[config.mk]
export PLATFORM = sky130hd
export DESIGN_NAME = debug_exec_ctrl_flat
export DESIGN_NICKNAME = d
export VERILOG_FILES = /design/src/rtl/debug_pkg.sv /design/src/rtl/debug_exec_ctrl_if.sv /design/src/rtl/debug_exec_ctrl_rsp_serializer.sv /design/src/rtl/debug_exec_ctrl.sv /design/src/flat_wrapper.sv
export SDC_FILE = /design/constraint.sdc
export NUM_CORES = 1
export LEC_CHECK = 0
export CAP_MARGIN = 20
export CORE_ASPECT_RATIO = 0.8
export CORE_MARGIN = 5
export CORE_UTILIZATION = 61
export DETAILED_ROUTE_END_ITERATION = 7
export PLACE_DENSITY = 0.87
export SYNTH_ARGS = -nofsm -noshare
export SYNTH_HDL_FRONTEND = slang
export SYNTH_SLANG_ARGS = --single-unit
[constraint.sdc]
create_clock -name clk -period 5.02 [get_ports clk]
set_input_delay 0.753 -clock clk [delete_from_list [all_inputs] [get_ports clk]]
set_output_delay 0.753 -clock clk [all_outputs]
set_load 0.05 [all_outputs]
[src/rtl/debug_pkg.sv]
// Shared constants for the debug execution controller: opcodes, run states, parser states.
// Latency: n/a (declarations only).
// Backpressure: n/a.
package debug_pkg;

    localparam logic [7:0] CMD_RUN   = 8'h52;
    localparam logic [7:0] CMD_STOP  = 8'h53;
    localparam logic [7:0] CMD_STEP  = 8'h4E;
    localparam logic [7:0] CMD_COUNT = 8'h43;

    localparam logic [1:0] ST_STOPPED = 2'd0;
    localparam logic [1:0] ST_RUN     = 2'd1;
    localparam logic [1:0] ST_STEP    = 2'd2;
    localparam logic [1:0] ST_HALTED  = 2'd3;

    localparam logic [1:0] PS_IDLE  = 2'd0;
    localparam logic [1:0] PS_OP_HI = 2'd1;
    localparam logic [1:0] PS_OP_LO = 2'd2;

    typedef struct packed {
        logic run;
        logic stop;
        logic step;
        logic count;
    } cmd_dec_t;

    function automatic cmd_dec_t decode_cmd(input logic [7:0] b);
        cmd_dec_t d;
        d.run   = (b == CMD_RUN);
        d.stop  = (b == CMD_STOP);
        d.step  = (b == CMD_STEP);
        d.count = (b == CMD_COUNT);
        return d;
    endfunction

endpackage

[src/rtl/debug_exec_ctrl_if.sv]
// Debug link byte streams: host command bytes in, response bytes out.
// Latency: n/a (wires only).
// Backpressure: valid/ready on both streams; transfer when both are high at a clock edge.
interface debug_exec_ctrl_if;
    logic       cmd_valid;
    logic [7:0] cmd;
    logic       cmd_ready;
    logic       rsp_valid;
    logic [7:0] rsp_data;
    logic       rsp_ready;

    modport master (
        output cmd_valid, cmd, rsp_ready,
        input  cmd_ready, rsp_valid, rsp_data
    );

    modport slave (
        input  cmd_valid, cmd, rsp_ready,
        output cmd_ready, rsp_valid, rsp_data
    );
endinterface

[src/rtl/debug_exec_ctrl_rsp_serializer.sv]
// Serializes a SIZE-bit word into SIZE/8 response bytes, most significant byte first.
// Latency: first byte valid the cycle after load; one byte per accepted handshake.
// Backpressure: holds the current byte stable while rsp_ready is low; busy stays high until the last handshake.
module rsp_serializer #(
    parameter int SIZE = 32
) (
    input  logic            clk,
    input  logic            rst,
    input  logic            load,
    input  logic [SIZE-1:0] load_word,
    output logic            busy,
    output logic            rsp_valid,
    output logic [7:0]      rsp_data,
    input  logic            rsp_ready
);
    localparam int NBYTES = SIZE / 8;
    localparam int IDX_W  = $clog2(NBYTES + 1);

    logic              busy_q, busy_d;
    logic [IDX_W-1:0]  idx_q, idx_d;
    logic [SIZE-1:0]   word_q, word_d;

    // Shift out one byte per handshake; a load is only honoured while idle.
    always_comb begin
        busy_d = busy_q;
        idx_d  = idx_q;
        word_d = word_q;
        if (busy_q) begin
            if (rsp_ready) begin
                word_d = word_q << 8;
                if (idx_q == IDX_W'(NBYTES - 1)) begin
                    busy_d = 1'b0;
                    idx_d  = '0;
                end else begin
                    idx_d = idx_q + IDX_W'(1);
                end
            end
        end else if (load) begin
            busy_d = 1'b1;
            idx_d  = '0;
            word_d = load_word;
        end
    end

    // Serializer state registers.
    always_ff @(posedge clk or negedge rst) begin
        if (!rst) begin
            busy_q <= 1'b0;
            idx_q  <= '0;
            word_q <= '0;
        end else begin
            busy_q <= busy_d;
            idx_q  <= idx_d;
            word_q <= word_d;
        end
    end

    assign busy      = busy_q;
    assign rsp_valid = busy_q;
    assign rsp_data  = word_q[SIZE-1 -: 8];
endmodule

[src/rtl/debug_exec_ctrl.sv]
// Host-side execution controller: decodes run/stop/step/count bytes and drives the core stall.
// Latency: a command accepted at an edge changes state at that edge; o_stall follows the next cycle.
// Backpressure: command stream is held off (cmd_ready low) while a count response is being sent.
module debug_exec_ctrl
    import debug_pkg::*;
#(
    parameter int SIZE   = 32,
    parameter int STEP_W = 16
) (
    input  logic              clk,
    input  logic              rst,
    debug_exec_ctrl_if.slave  dbg,
    input  logic              i_halt,
    output logic              o_stall,
    output logic              o_step_done,
    output logic [SIZE-1:0]   o_cycle_count,
    output logic [1:0]        o_state
);
    logic [1:0]        state_q, state_d;
    logic [STEP_W-1:0] rem_q, rem_d;
    logic [1:0]        pst_q, pst_d;
    logic [7:0]        op_hi_q, op_hi_d;
    logic [SIZE-1:0]   count_q, count_d;
    logic              step_done_q, step_done_d;

    logic              busy;
    logic              cmd_acc;
    logic              stall;
    cmd_dec_t          dec;
    logic              in_idle;
    logic              do_run, do_stop, do_count, do_step;
    logic [STEP_W-1:0] step_n;

    // Stall comes only from registered state so there is no input-to-stall path.
    assign stall    = !((state_q == ST_RUN) || ((state_q == ST_STEP) && (rem_q != '0)));
    assign cmd_acc  = dbg.cmd_valid && !busy;
    assign dec      = decode_cmd(dbg.cmd);
    assign in_idle  = cmd_acc && (pst_q == PS_IDLE);
    assign do_run   = in_idle && dec.run;
    assign do_stop  = in_idle && dec.stop;
    assign do_count = in_idle && dec.count;
    assign do_step  = cmd_acc && (pst_q == PS_OP_LO);
    assign step_n   = {op_hi_q, dbg.cmd};

    // Byte parser: opcodes in IDLE, two raw operand bytes after a step opcode.
    always_comb begin
        pst_d   = pst_q;
        op_hi_d = op_hi_q;
        if (cmd_acc) begin
            case (pst_q)
                PS_IDLE:  if (dec.step) pst_d = PS_OP_HI;
                PS_OP_HI: begin
                    op_hi_d = dbg.cmd;
                    pst_d   = PS_OP_LO;
                end
                default:  pst_d = PS_IDLE;
            endcase
        end
    end

    // Execution state, step countdown and cycle counter; a halt on an unstalled edge overrides everything.
    always_comb begin
        state_d     = state_q;
        rem_d       = rem_q;
        step_done_d = 1'b0;
        count_d     = stall ? count_q : count_q + SIZE'(1);
        if (!stall && i_halt) begin
            state_d = ST_HALTED;
        end else begin
            case (state_q)
                ST_STOPPED: begin
                    if (do_run) begin
                        state_d = ST_RUN;
                    end else if (do_step) begin
                        if (step_n != '0) begin
                            state_d = ST_STEP;
                            rem_d   = step_n;
                        end else begin
                            step_done_d = 1'b1;
                        end
                    end
                end
                ST_RUN:  if (do_stop) state_d = ST_STOPPED;
                ST_STEP: begin
                    if (do_stop) begin
                        state_d = ST_STOPPED;
                    end else if (!stall) begin
                        rem_d = rem_q - STEP_W'(1);
                        if (rem_q == STEP_W'(1)) begin
                            state_d     = ST_STOPPED;
                            step_done_d = 1'b1;
                        end
                    end
                end
                default: if (do_stop) state_d = ST_STOPPED;
            endcase
        end
    end

    // Controller state registers.
    always_ff @(posedge clk or negedge rst) begin
        if (!rst) begin
            state_q     <= ST_STOPPED;
            rem_q       <= '0;
            pst_q       <= PS_IDLE;
            op_hi_q     <= '0;
            count_q     <= '0;
            step_done_q <= 1'b0;
        end else begin
            state_q     <= state_d;
            rem_q       <= rem_d;
            pst_q       <= pst_d;
            op_hi_q     <= op_hi_d;
            count_q     <= count_d;
            step_done_q <= step_done_d;
        end
    end

    // The snapshot includes this edge's increment.
    rsp_serializer #(.SIZE(SIZE)) u_rsp (
        .clk       (clk),
        .rst       (rst),
        .load      (do_count),
        .load_word (count_d),
        .busy      (busy),
        .rsp_valid (dbg.rsp_valid),
        .rsp_data  (dbg.rsp_data),
        .rsp_ready (dbg.rsp_ready)
    );

    assign dbg.cmd_ready = !busy;
    assign o_stall       = stall;
    assign o_step_done   = step_done_q;
    assign o_cycle_count = count_q;
    assign o_state       = state_q;
endmodule

[src/flat_wrapper.sv]
// flat-port wrapper written by rule: the top's interface ports become plain ports
module debug_exec_ctrl_flat import debug_pkg::*;
#(
    parameter int SIZE   = 32,
    parameter int STEP_W = 16
)
  (clk, rst, i_halt, o_stall, o_step_done, o_cycle_count, o_state, dbg_cmd_valid, dbg_cmd, dbg_rsp_ready, dbg_cmd_ready, dbg_rsp_valid, dbg_rsp_data);
  debug_exec_ctrl_if dbg_i ();
  input  logic clk;
  input  logic rst;
  input  logic i_halt;
  output logic o_stall;
  output logic o_step_done;
  output logic [SIZE-1:0] o_cycle_count;
  output logic [1:0] o_state;
  input wire logic [$bits(dbg_i.cmd_valid)-1:0] dbg_cmd_valid;
  input wire logic [$bits(dbg_i.cmd)-1:0] dbg_cmd;
  input wire logic [$bits(dbg_i.rsp_ready)-1:0] dbg_rsp_ready;
  output wire logic [$bits(dbg_i.cmd_ready)-1:0] dbg_cmd_ready;
  output wire logic [$bits(dbg_i.rsp_valid)-1:0] dbg_rsp_valid;
  output wire logic [$bits(dbg_i.rsp_data)-1:0] dbg_rsp_data;
  assign dbg_i.cmd_valid = dbg_cmd_valid;
  assign dbg_i.cmd = dbg_cmd;
  assign dbg_i.rsp_ready = dbg_rsp_ready;
  assign dbg_cmd_ready = dbg_i.cmd_ready;
  assign dbg_rsp_valid = dbg_i.rsp_valid;
  assign dbg_rsp_data = dbg_i.rsp_data;
  debug_exec_ctrl #(.SIZE(SIZE), .STEP_W(STEP_W)) u_core (.clk(clk), .rst(rst), .dbg(dbg_i), .i_halt(i_halt), .o_stall(o_stall), .o_step_done(o_step_done), .o_cycle_count(o_cycle_count), .o_state(o_state));
endmodule
==> impl_metrics.py <==
metrics = {
    "layout": {
        "multi_input_gate_area_in_the_final_layout_um2": 2560,
        "layout-area-overhead-vs-synth_pct": 15.1,
        "fillers": 626,
        "nets": 567,
        "finish.utilization_pct": 71.1,
        "final-instance-count-excl-fill": 667,
        "final_cell_area_um2": 5980,
        "layout-drive-gt1-share_pct": 10.8,
        "regArea_um2": 2430,
        "n_antenna_cell": 0,
    },
    "critical_path": {
        "worst_ep_arrival_time_ns": 2.88,
        "crit_path_max_fanout": 10,
        "type_of_element_capturing_the_critical_path": "output pin",
        "timing.critical_path.required_ns": 4.27,
        "timing.critical_path.from_type": "flip-flop",
        "worstSetupPathType": "flip-flop to output pin",
    },
    "timing": {
        "clock_skew_ns": 0.0106,
        "actual_slew_at_the_worst_max_slew_pin_ns": 0.870,
        "tns_setup_ns": 0,
        "maxClockFrequency_ghz": 0.275,
        "finalSetupViolCount": 0,
        "fin_crit_ns": 3.64,
        "final.period_utilization_pct": 72.5,
        "rsz0062_at_grt": "no",
        "slew_violations": 0,
        "hold_viol": 0,
        "timing.slew.headroom_pct": 42.0,
        "hold_slack_ns": 0.489,
        "post-route-worst-setup-slack_ns": 1.38,
    },
    "floorplan": {
        "core_region_area_um2": 8410,
        "rows": 30,
        "io_pins": 59,
        "die-width_um": 113,
        "floorplan.initialDensity_pct": 61.8,
        "dieHeight_um": 92.6,
        "die-area_um2": 10500,
    },
    "pwr": {
        "netSwitchingFraction_pct": 40.3,
        "p_int_mw": 1.50,
        "power.switching_mw": 1.01,
        "p_per_area_nw_per_um2": 421,
        "vdd_drop_max_uv": 443,
        "power_frac_comb_pct": 34.2,
        "leakagePower_nw": 2.58,
        "seq_power_share_pct": 46.4,
        "pwr-share-clk_pct": 19.4,
        "finalPower_mw": 2.52,
    },
    "placement": {
        "postPlaceCellArea_um2": 5780,
        "gp_routability_congestion": 0.900,
        "io_buffer_count": 58,
        "placedCellCount": 650,
        "dp_slack_ns": 1.61,
        "dp_hpwl_mm": 8.92,
    },
    "job": {
        "max_cap_violations": 0,
    },
    "worst_hold_path": {
        "hold_path_class": "input pin to async pin",
    },
    "logic_synthesis": {
        "synth_async_sr_flop_share_pct": 100,
        "post_synth_instance_area_um2": 5200,
        "cell_type_with_the_largest_total_area_after_synthesis": "dfrtp_1",
        "ys.warnings.count": 0,
        "postSynthCellCount": 505,
        "synth_seq_cells": 97,
        "ys_top_cells_by_area": "dfrtp_1, xnor2_1, nand2_1",
        "synth_cell_types": 77,
        "synth.top_cell.area_share_pct": 46.7,
        "ys.flop_type": "dfrtp_1",
        "syn_nets": 522,
        "yosysSeqAreaShare_pct": 46.7,
        "synth-edff-count": 0,
        "syn-mean-instance-area_um2": 10.3,
    },
    "clock_network": {
        "clock_sink_count": 97,
        "clock_tree_from_tritoncts": "built",
        "cts_max_level": 3,
        "cts_root_buffer": "clkbuf_8",
        "cts_buffers": 9,
        "insertion_delay_ns": 0.38,
        "clk_pin_slew_ns": 0.10,
        "clk_path_buf_depth": 2,
        "cts.repair_timing.setup_buffer_count": 0,
        "cts_hold_repair.buffers": 0,
        "cts_resized": 0,
    },
    "drt": {
        "antenna_viol_nets_final": 0,
        "drcViolationCount": 0,
        "vias_per_cell": 6.31,
        "routed_wl_mm": 12.8,
        "detail_route.iter0.violations": 313,
        "drt-pass1-iter-count": 5,
        "wl_per_cell_um": 19.1,
        "dr_total_vias": 4206,
    },
    "grt": {
        "grt_max_degree": 71,
        "overall_routing_resource_usage_pct": 25.2,
        "grt_remaining_overflow": 0,
        "vias_in_the_first_global_route": 4074,
        "first_pass_grt_wire_length_mm": 21.2,
        "antenna_violations_before_repair": 0,
    },
    "status": {
        "outcome": "complete, no violations",
    },
}
## worst max-delay path, stage by stage, from the launching register on
cell	delay, ns
dfrtp_1	0.44
inv_1	0.08
ha_1	0.23
nor4b_2	0.33
and4_2	0.37
o21ai_4	0.13
inv_2	0.13
clkdlybuf4s50_1	0.81
## sequential cells by signal, summed over array words and instances, names as in the netlist
| name | cells |
|---|---|
| u_core.rem_q | 16 |
| u_core.op_hi_q | 8 |
| u_core.o_step_done | 1 |
| u_core.u_rsp.idx_q | 3 |
| u_core.o_cycle_count | 32 |
| u_core.u_rsp.word_q | 32 |
| u_core.o_state | 2 |
| u_core.u_rsp.busy | 1 |
| u_core.pst_q | 2 |
## layout make-up
| cell class | instances | area share [%] |
|---|---|---|
| multi-input combinational | 369 | 42.8 |
| sequential | 97 | 40.6 |
| timing repair buffer | 64 | 10.5 |
| tap | 112 | 2.34 |
| clock buffer | 9 | 2.07 |
| clock inverter | 7 | 1.11 |
| inverter | 9 | 0.565 |
## cell usage after synthesis, drive strengths merged, types with 5 or more instances
cell     count
nor3b        6
xor2        10
o21ai       13
o2bb2ai      8
nand4       20
o21a         8
and4         6
nor2        35
a21oi       21
inv          9
o21bai       5
a21o        13
xnor2       21
clkbuf      11
nand2       44
nand3b       5
mux2         9
nand3       19
nor3        23
and3        14
and2         5
buf         19
nor4         7
o22a        13
dfrtp       97
## layer usage
metal | track usage, % | vias up | routed length [um]
met2 | 37.7 | 189 | 5750
met5 | 0 | - | 0
met4 | 7.01 | 0 | 173
met3 | 6.86 | 22 | 1160
met1 | 36.3 | 2034 | 5680
li1 | - | 1961 | -
## cells by family after synthesis
family,count (synthesis),share of synthesized area (%)
AOI/OAI and AO/OA,116,17.2
DFF,97,46.7
and+or+nand+nor,205,23.1
muxes,13,2.72
xor gates and xnor gates,31,5.23
adders and majority gates,4,0.963
buffers and inverters,39,4.02
## layout by cell type (no fill, tap or decap), types with 6 or more instances in the layout
| cell | instances |
|---|---|
| a21oi_1 | 20 |
| clkdlybuf4s50_1 | 57 |
| o22a_1 | 12 |
| mux2_2 | 9 |
| inv_1 | 8 |
| o2bb2ai_1 | 6 |
| nand4_1 | 17 |
| o21ai_0 | 11 |
| clkbuf_8 | 9 |
| nor2_1 | 34 |
| o21a_1 | 8 |
| nand3_1 | 18 |
| xnor2_1 | 21 |
| dfrtp_1 | 97 |
| buf_4 | 6 |
| nor3_1 | 21 |
| xor2_1 | 10 |
| and3_1 | 13 |
| a21o_1 | 12 |
| nand2_1 | 44 |
## final timing paths
kind / cells after the start / end / start / slack (ns)
hold / removal: 1 / u_core.rem_q[9]$_DFFE_PN0P_ / rst / 0.49
min in group clk: 1 / u_core.u_rsp.idx_q[2]$_DFFE_PN0P_ / u_core.u_rsp.idx_q[2]$_DFFE_PN0P_ / 0.50
setup reg to reg: 7 / u_core.u_rsp.word_q[13]$_DFFE_PN0P_ / u_core.u_rsp.busy$_DFF_PN0_ / 2.47
hold reg to reg: 1 / u_core.u_rsp.idx_q[2]$_DFFE_PN0P_ / u_core.u_rsp.idx_q[2]$_DFFE_PN0P_ / 0.50
setup / recovery: 7 / o_stall / u_core.rem_q[0]$_DFFE_PN0P_ / 1.38
max in group asynchronous: 2 / u_core.o_cycle_count[18]$_DFF_PN0_ / rst / 3.63
## power by group through the flow
| stage | sequential [mW] | combinational, mW | clock, mW |
|---|---|---|---|
| final | 1.17 | 0.862 | 0.488 |
| after global routing | 1.20 | 0.936 | 0.527 |
| after CTS | 1.16 | 0.859 | 0.495 |
| after detailed placement | 1.18 | 0.849 | 0 |
| after global placement | 1.17 | 0.827 | 0 |
| after floorplan | 1.21 | 0.567 | 0 |
Power figures use the tool's default switching activity.
